[config.mk]
export PLATFORM = sky130hd
export DESIGN_NAME = thumb_fetch_align
export DESIGN_NICKNAME = d
export VERILOG_FILES = /design/src/rtl/thumb_fetch_align_pkg.sv /design/src/rtl/thumb_fetch_align_hw_fifo.sv /design/src/rtl/thumb_fetch_align.sv
export SDC_FILE = /design/constraint.sdc
export NUM_CORES = 1
export LEC_CHECK = 0
export ABC_AREA = 1
export CAP_MARGIN = 10
export CORE_ASPECT_RATIO = 1.75
export CORE_MARGIN = 2
export CORE_UTILIZATION = 55
export CTS_CLUSTER_SIZE = 16
export DETAILED_ROUTE_END_ITERATION = 8
export PLACE_DENSITY = 0.89
export SLEW_MARGIN = 20
export SYNTH_ARGS = -nofsm -noshare
export SYNTH_HDL_FRONTEND = slang
export SYNTH_HIERARCHICAL = 1
export SYNTH_SLANG_ARGS = --single-unit
export TNS_END_PERCENT = 30
[constraint.sdc]
create_clock -name clk -period 3.55 [get_ports clk]
set_input_delay 0.71 -clock clk [delete_from_list [all_inputs] [get_ports clk]]
set_output_delay 0.71 -clock clk [all_outputs]
set_load 0.01 [all_outputs]
[src/rtl/thumb_fetch_align_pkg.sv]
// Shared Thumb-2 fetch definitions: halfword width, 32-bit prefix codes,
// the prefix-match helper (also used by inst_pattern_match) and fetch FSM states.
package thumb_fetch_align_pkg;

  localparam int unsigned HW_W = 16;

  localparam logic [4:0] T32_PFX_A = 5'b11101;
  localparam logic [4:0] T32_PFX_B = 5'b11110;
  localparam logic [4:0] T32_PFX_C = 5'b11111;

  typedef enum logic {
    FETCH_IDLE,
    FETCH_BUSY
  } fetch_state_e;

  // The three 32-bit prefixes are exactly the halfwords at or above {11101, 11'b0}.
  function automatic logic is_thumb32(input logic [HW_W-1:0] hw);
    return hw >= {T32_PFX_A, 11'b0};
  endfunction

endpackage

[src/rtl/thumb_fetch_align_hw_fifo.sv]
// Halfword circular buffer: pushes one (upper) or two halfwords per cycle,
// pops one or two from the head, exposes the two head entries and the fill count.
module hw_fifo
  import thumb_fetch_align_pkg::*;
#(
  parameter int unsigned DEPTH = 4,
  localparam int unsigned PW = $clog2(DEPTH),
  localparam int unsigned CW = PW + 1
) (
  input  logic            clk,
  input  logic            rst_n,
  input  logic            flush_i,
  input  logic            push1_i,
  input  logic            push2_i,
  input  logic [31:0]     din_i,
  input  logic            pop1_i,
  input  logic            pop2_i,
  output logic [CW-1:0]   count_o,
  output logic [HW_W-1:0] head0_o,
  output logic [HW_W-1:0] head1_o
);

  logic [HW_W-1:0] mem_q [DEPTH];
  logic [PW-1:0]   head_q, head_nx;
  logic [PW-1:0]   tail_q, tail_nx;
  logic [CW-1:0]   count_q, count_d;

  assign head_nx = head_q + PW'(1);
  assign tail_nx = tail_q + PW'(1);

  // Net occupancy change for the cycle's push and pop.
  always_comb begin
    count_d = count_q;
    if (push2_i)      count_d = count_d + CW'(2);
    else if (push1_i) count_d = count_d + CW'(1);
    if (pop2_i)       count_d = count_d - CW'(2);
    else if (pop1_i)  count_d = count_d - CW'(1);
  end

  // Pointer and count update; flush empties the queue.
  always_ff @(posedge clk or negedge rst_n) begin
    if (!rst_n) begin
      head_q  <= '0;
      tail_q  <= '0;
      count_q <= '0;
    end else if (flush_i) begin
      head_q  <= '0;
      tail_q  <= '0;
      count_q <= '0;
    end else begin
      if (push2_i)      tail_q <= tail_q + PW'(2);
      else if (push1_i) tail_q <= tail_nx;
      if (pop2_i)       head_q <= head_q + PW'(2);
      else if (pop1_i)  head_q <= head_nx;
      count_q <= count_d;
    end
  end

  // Storage write; a single push carries the upper halfword of the word.
  always_ff @(posedge clk) begin
    if (!flush_i) begin
      if (push2_i) begin
        mem_q[tail_q]  <= din_i[15:0];
        mem_q[tail_nx] <= din_i[31:16];
      end else if (push1_i) begin
        mem_q[tail_q]  <= din_i[31:16];
      end
    end
  end

  assign count_o = count_q;
  assign head0_o = mem_q[head_q];
  assign head1_o = mem_q[head_nx];

endmodule

[src/rtl/thumb_fetch_align.sv]
// Thumb-2 fetch and halfword alignment: word fetches into a halfword buffer,
// 16/32-bit instruction reassembly (including word-straddling), branch redirect.
// Optional FETCH_PERF_EN adds saturating starve/flush performance counters.
module thumb_fetch_align
  import thumb_fetch_align_pkg::*;
#(
  parameter int unsigned BUF_HW   = 4,
  parameter logic [31:0] RESET_PC = 32'h0000_0000
) (
  input  logic        clk,
  input  logic        rst_n,
  output logic        imem_req,
  output logic [31:0] imem_addr,
  input  logic        imem_ack,
  input  logic [31:0] imem_rdata,
  input  logic        branch_valid,
  input  logic [31:0] branch_target,
  output logic        inst_valid,
  input  logic        inst_ready,
  output logic [31:0] inst,
  output logic        inst_is32,
  output logic [31:0] inst_pc
`ifdef FETCH_PERF_EN
  ,
  output logic [31:0] perf_starve,
  output logic [15:0] perf_flush
`endif
);

  localparam int unsigned CW = $clog2(BUF_HW) + 1;
  localparam logic [CW-1:0] REQ_MAX = CW'(BUF_HW - 2);

  fetch_state_e    state_q;
  logic [31:0]     addr_q;
  logic [31:0]     pend_q;
  logic            drop_q;
  logic            skip_q;
  logic [31:0]     pc_q;

  logic [CW-1:0]   count;
  logic [HW_W-1:0] hw0, hw1;
  logic            head32, avail, pop, ack_take;

  assign head32   = is_thumb32(hw0);
  assign avail    = head32 ? (count >= CW'(2)) : (count >= CW'(1));
  assign pop      = inst_valid && inst_ready;
  assign ack_take = imem_req && imem_ack && !drop_q && !branch_valid;

  hw_fifo #(.DEPTH(BUF_HW)) u_fifo (
    .clk     (clk),
    .rst_n   (rst_n),
    .flush_i (branch_valid),
    .push1_i (ack_take && skip_q),
    .push2_i (ack_take && !skip_q),
    .din_i   (imem_rdata),
    .pop1_i  (pop && !head32),
    .pop2_i  (pop && head32),
    .count_o (count),
    .head0_o (hw0),
    .head1_o (hw1)
  );

  // Fetch FSM plus PC tracking. A branch during an unacked request keeps the
  // old address on the bus (it must stay stable) and parks the target in pend_q
  // until the stale ack has been swallowed.
  always_ff @(posedge clk or negedge rst_n) begin
    if (!rst_n) begin
      state_q <= FETCH_IDLE;
      addr_q  <= RESET_PC & ~32'h3;
      pend_q  <= RESET_PC & ~32'h3;
      drop_q  <= 1'b0;
      skip_q  <= RESET_PC[1];
      pc_q    <= RESET_PC & ~32'h1;
    end else if (branch_valid) begin
      pc_q   <= branch_target & ~32'h1;
      skip_q <= branch_target[1];
      if (state_q == FETCH_BUSY && !imem_ack) begin
        drop_q <= 1'b1;
        pend_q <= branch_target & ~32'h3;
      end else begin
        drop_q  <= 1'b0;
        state_q <= FETCH_BUSY;
        addr_q  <= branch_target & ~32'h3;
      end
    end else begin
      if (pop) pc_q <= pc_q + (head32 ? 32'd4 : 32'd2);
      case (state_q)
        FETCH_IDLE: begin
          if (count <= REQ_MAX) state_q <= FETCH_BUSY;
        end
        FETCH_BUSY: begin
          if (imem_ack) begin
            state_q <= FETCH_IDLE;
            if (drop_q) begin
              drop_q <= 1'b0;
              addr_q <= pend_q;
            end else begin
              addr_q <= addr_q + 32'd4;
              skip_q <= 1'b0;
            end
          end
        end
        default: state_q <= FETCH_IDLE;
      endcase
    end
  end

  assign imem_req   = (state_q == FETCH_BUSY);
  assign imem_addr  = addr_q;
  assign inst_pc    = pc_q;
  assign inst_valid = avail && !branch_valid;
  assign inst_is32  = (count != '0) && head32;
  assign inst       = !inst_valid ? '0 : (head32 ? {hw0, hw1} : {hw0, 16'h0000});

`ifdef FETCH_PERF_EN
  logic [31:0] starve_q;
  logic [15:0] flush_q;

  // Saturating counters for decoder starvation and branch flushes.
  always_ff @(posedge clk or negedge rst_n) begin
    if (!rst_n) begin
      starve_q <= '0;
      flush_q  <= '0;
    end else begin
      if (inst_ready && !inst_valid && starve_q != '1) starve_q <= starve_q + 32'd1;
      if (branch_valid && flush_q != '1)               flush_q  <= flush_q + 16'd1;
    end
  end

  assign perf_starve = starve_q;
  assign perf_flush  = flush_q;
`endif

endmodule

# --- After elaboration in Yosys (flattened, before gate mapping) ---
# Memories as Yosys holds them, arrays and structs flattened.
# Index checks and enable logic that the tools add are counted.
totals:
  romBits: 0
  memories: 1
  latchBits: 0
  ram_bits: 64
  ff_bits: 104
classes:
  shift: 0
  n_reduce_logical: 26
  div_mod_pow: 0
  n_addsub: 10
  n_lt_le_gt_ge: 4
  bitwise_logic: 2
  n_mul: 0
  muxes: 43
  n_eq_ne: 2
memory_table:
  columns: ["name", "words", "width", "read_ports", "rd_clocked_by_memory_dff", "write_ports", "line_no", "source"]
  rows:
  - ["u_fifo.mem_q", 4, 16, 2, 0, 2, "thumb_fetch_align_hw_fifo.sv:23", "logic [HW_W-1:0] mem_q [DEPTH];"]
ops:
  columns: ["cell", "count"]
  rows:
  - ["2-to-1 mux 32 bit", 8]
  - ["adder 32 x 3 -> 32 bit", 1]
  - ["adder 32 x 3 -> 32 bit (second input constant)", 1]
  - ["2-to-1 mux 16 bit", 2]
  - ["2-to-1 mux 1 bit", 20]
  - ["2-to-1 mux 3 bit", 6]
  - [">= comparator 16 bit (second input constant)", 1]
  - ["2-to-1 mux 2 bit", 6]
  - ["logical AND 1 bit", 11]
  - ["nonzero test 3 bit", 3]
  - ["AND reduction 3 bit", 2]
  - ["nonzero test 2 bit", 3]
  - ["zero test 1 bit", 5]
  - ["adder 2 x 1 -> 2 bit (second input constant)", 2]
  - ["adder 2 bit (second input constant)", 2]
  - ["!= test 2 bit (second input constant)", 2]
  - ["AND reduction 2 bit", 2]
  - ["adder 3 x 1 -> 3 bit (second input constant)", 1]
  - ["adder 3 x 2 -> 3 bit (second input constant)", 1]
  - [">= comparator 3 x 1 -> 1 bit (second input constant)", 1]
  - [">= comparator 3 x 2 -> 1 bit (second input constant)", 1]
  - ["less-or-equal comparator 3 x 2 -> 1 bit (second input constant)", 1]
  - ["subtractor 3 x 1 -> 3 bit (second input constant)", 1]
  - ["subtractor 3 x 2 -> 3 bit (second input constant)", 1]
  - ["other kinds (3)", 3]

# --- Logic depth before layout (Yosys ltp) ---
depth:
  word_depth: 10
  ltp_mapped: 20
  depth_no_buf: 18

# --- By module ---
# The synthesis kept the hierarchy.
modules_own_cells:
  columns: ["mod", "cells_per_inst", "n_inst", "seq_area_each_um2", "area_per_inst_um2"]
  rows:
  - ["thumb_fetch_align", 950, 1, 2352.3, 6512.5]
  - ["hw_fifo", 530, 1, 2097.0, 4305.4]

# --- Worst setup path after synthesis ---
# OpenSTA, ideal clock, no wires.
synth_timing:
  kind: "input-to-reg"
  startpoint: "input port branch_valid"
  endpoint: "memory u_fifo.mem_q[3][0] (enable)"
  t_required_ps: 3156
  path_stages: 8
  setup_ps: 394
  slack_ps: 179
  arrival_ps: 2977
  cell_sequence: "buf_4 > inv_1 > buf_4 > buf_2 > nand2_1 > nor3_1 > o21ai_0 > a21oi_1"
synth_lines:
  columns: ["item", "line_no", "source"]
  rows:
  - ["start: declaration", "thumb_fetch_align.sv:16", "input logic branch_valid,"]
  - ["end: declaration", "thumb_fetch_align_hw_fifo.sv:23", null]

# --- Worst setup path after layout ---
layout_timing:
  startpoint: "register u_fifo.head_q[0]"
  endpoint: "output port inst[30]"
layout_between:
  elab_chain_cells: 5
layout_lines:
  columns: ["item", "line_no", "source"]
  rows:
  - ["start: declaration", "thumb_fetch_align_hw_fifo.sv:24", "logic [PW-1:0] head_q, head_nx;"]
  - ["start signal: assignment", "thumb_fetch_align_hw_fifo.sv:53", "if (pop2_i) head_q <= head_q + PW'(2);"]
  - ["start signal: assignment", "thumb_fetch_align_hw_fifo.sv:54", "else if (pop1_i) head_q <= head_nx;"]
  - ["memory (4 x 16 bit) (*)", null, null]
  - ["via hw0[14]", "thumb_fetch_align.sv:41", "logic [HW_W-1:0] hw0, hw1;"]
  - [">= comparator 16 bit", "thumb_fetch_align_pkg.sv:18", "return hw >= {T32_PFX_A, 11'b0};"]
  - ["2-to-1 mux 1 bit", "thumb_fetch_align.sv:45", "assign avail = head32 ? (count >= CW'(2)) : (count >= CW'(1));"]
  - ["logical AND 1 bit", "thumb_fetch_align.sv:111", "assign inst_valid = avail && !branch_valid;"]
  - ["2-to-1 mux 32 bit (*)", "thumb_fetch_align.sv:113", "assign inst = !inst_valid ? '0 : (head32 ? {hw0, hw1} : {hw0, 16'h0000});"]
  - ["end: declaration", "thumb_fetch_align.sv:20", "output logic [31:0] inst,"]
# Mark *: on every way through the listed nets, which the timed path passes. The rest lies on a longest branch.

==> impl_metrics.ini <==
[yosys]
synth_common_cells = 372 x nand2_1, 194 x nor2_1, 152 x inv_1
synth_top_cell_by_area = dfrtp_1
ys_seq_area_share_pct = 41.1
synth_cell_type_count = 48
synth_area_leaders = dfrtp_1 23%, edfxtp_1 18%, nand2_1 13%
synthArstFlopShare_pct = 61.2
ys_ff_latch = 165
synth_area_um2 = 10800
synthCells = 1480
yosysTopAreaCellShare_pct = 23.4
synth_warnings = 6
synth_most_common_cell = nand2_1
synth_edf_count = 64
synthFlopType = dfrtp_1
avgSynthCellArea_um2 = 7.31

[run]
drv_cap = 0

[routing]
wire_per_inst_um = 18.2
drt-initial-drc-count = 902
remaining_drc_errors = 0
met1_length_mm = 11.3
wl_met3_mm = 2.80
wl_met2_mm = 17.7
drtPass1Iterations = 7
viasPerCell = 5.82
routed_wl_mm = 34.3
vias = 11000
top_layer = met4
antenna_left = 0

[timing]
period_share_pct = 97.9
max_slew.worst_pin.slew_ns = 0.674
setup_tns_ns = 0
slew_violations = 0
whs_ns = 0.308
hold_violations = 0
finalSetupViolCount = 0
maxSlewHeadroom_pct = 55.1
fin_ws_ns = 0.0743
fmax_ghz = 0.288
min_period_ns = 3.48
fin_skew_ns = 0.0128

[floorplanning]
die_w_um = 110
row_count = 67
ios = 168
core_um2 = 19200
die_y_um = 190
start_util_pct = 56.4
die_area_um2 = 20900

[global_route]
grt_pass1_vias = 10600
grt_antenna_before_repair = 0
grt_pass1_wl_mm = 53.3
grt_max_degree = 53
grt.total_usage_pct = 33.7
grt-ovfl-total = 0

[clocking]
htree_levels = 4
clockBufferDepth = 2
cts_tree = built
clock_latency_ns = 0.43
clock-sinks = 165
path_clk_slew_ns = 0.07
cts_buffers = 17
cts_root_buf = clkbuf_16
hold_buffers = 0

[finish]
area_growth_syn_to_layout_pct = 24.0
instances_no_fill = 1887
diodes = 0
layout-drive-gt1-share_pct = 10.4
fin_nets = 1716

[placed_design]
preCtsSetupSlack_ns = 0.281
dpl.hpwl_mm = 24.6
io_buffers = 163
gp_congestion = 1.00
dp_cells = 1852

[worst_setup_path]
critPathCapture = inst[30]
slowest_stage = clkdlybuf4s50_1
criticalPathCategory = reg2out
crit_path_end_kind = primary output
rrSetupSlack_ns = 0.48
cp_data_required_time_ns = 2.84
slowest_delay_ns = 0.57
arrival_ns = 2.77
setup.worst_path.start_class = flop
reg2reg_to = inst_pc[29]
critPathMostFrequentCell = nand2_1
reg2regPathDepth = 16
worstPathMaxFanout = 32
worstReg2RegStart = u_fifo/head_q[0]
cp-startpoint = u_fifo/head_q[0]
crit_chain = buf_12 > o21ai_0 > nand2_1 > nand2_1 > inv_2 > nand4_1 > nand2_2 > buf_4 > nor2_1 > clkdlybuf4s50_1

[power_and_ir_drop]
seqPwrFrac_pct = 42.3
switching_share_pct = 32.0
p_clk_share_pct = 32.8
intPower_mw = 3.90
power.net_switching_mw = 1.84
p_leak_nw = 6.38
peakVddDrop_mv = 0.295
total_power_mw = 5.74
p_comb_share_pct = 24.9
powerDensity_nw_per_um2 = 428

[outcome]
status = complete, no violations

[min_path]
hold_path_class = in2async
-- worst max-delay path: cells and delay by family, from the launching register on --
kind | cells | cell delay (ns)
buffers and inverters | 4 | 1.03
AND/OR/NAND/NOR | 5 | 0.62
AO/OA/AOI/OAI | 1 | 0.23
flip-flops | 1 | 0.45
-- cell type report --
class | instances | area (µm²)
clock buffer | 24 | 510
clock inverter | 8 | 88.8
fill | 1510 | 5790
inverter | 161 | 607
multi-input combinational | 1087 | 5450
sequential | 165 | 4450
tap | 241 | 302
timing repair buffer | 201 | 2010
-- cells by family (layout without fill, tap and decap cells) --
family / count (synthesis) / in the layout / synth area share (%)
other cells: 1 / 3 / 0.0347
flops: 165 / 165 / 41.1
compound gates: 295 / 295 / 15.1
fa+ha+maj: 14 / 14 / 1.69
simple gates: 737 / 737 / 29.6
mux: 22 / 22 / 2.29
buf+inv: 230 / 394 / 8.87
xor+xnor: 16 / 16 / 1.30
-- state kept, by name, summed over array words and instances (netlist names) --
signal          cells
imem_addr          30
drop_q              1
imem_req            1
skip_q              1
pend_q             30
u_fifo/count_o      3
u_fifo/mem_q       64
u_fifo/head_q       2
u_fifo/tail_q       2
inst_pc            31
-- per-layer routing --
| metal | track usage (%) | vias up |
|---|---|---|
| li1 | - | 5149 |
| met1 | 35.0 | 5088 |
| met2 | 59.6 | 615 |
| met3 | 6.13 | 138 |
| met4 | 22.9 | 0 |
| met5 | 0 | - |
-- placed cells by master (no fill, tap or decap), drive strengths merged, types with 2 or more instances in the layout --
master	Yosys	layout
nand2	387	387
nor2	215	215
o21ai	171	171
inv	159	161
clkdlybuf4s50	0	145
nand3	106	106
dfrtp	101	101
a21oi	76	76
edfxtp	64	64
buf	45	39
clkbuf	24	24
mux2	22	22
o22ai	22	22
dlymetal6s2s	0	16
xor2	13	13
ha	13	13
o211ai	11	11
nor3	11	11
a31oi	8	8
nand4	8	8
nand3b	6	6
clkinv	2	5
xnor2	3	3
conb	1	3
o21bai	3	3
and3	2	2
a22oi	2	2
clkinvlp	0	2
-- through the flow --
step / util, % / instance area (µm²)
floorplan: - / 10800
CTS: 69.5 / 13300
global route: 69.9 / 13400
detailed placement: 66.1 / 12700
global placement: 66.1 / 12700
finish: 69.9 / 13400
-- power groups by stage --
stage | logic, mW | registers [mW] | clock network (mW)
finish | 1.43 | 2.43 | 1.88
global route | 1.57 | 2.45 | 1.95
CTS | 1.41 | 2.42 | 1.89
detailed placement | 1.39 | 2.45 | 0
global placement | 1.35 | 2.44 | 0
floorplan | 0.753 | 2.44 | 0
-- worst min-delay path by stage --
stage	to	slack, ns	cells after the start
after floorplan	drop_q	0.41	0
after global placement	pend_q[25]	0.47	2
after detailed placement	pend_q[26]	0.47	2
after CTS	imem_addr[8]	0.32	1
after global routing	imem_addr[8]	0.36	1
final	imem_addr[8]	0.31	1
-- timing repair --
item	in CTS	in global routing
pin swaps	0	1
endpoints found under the hold margin	0	0
gates cloned	1	0
setup endpoints to repair	16	33
gates resized for setup	6	22
setup buffers	0	2
(Power assumes the default switching activity.)
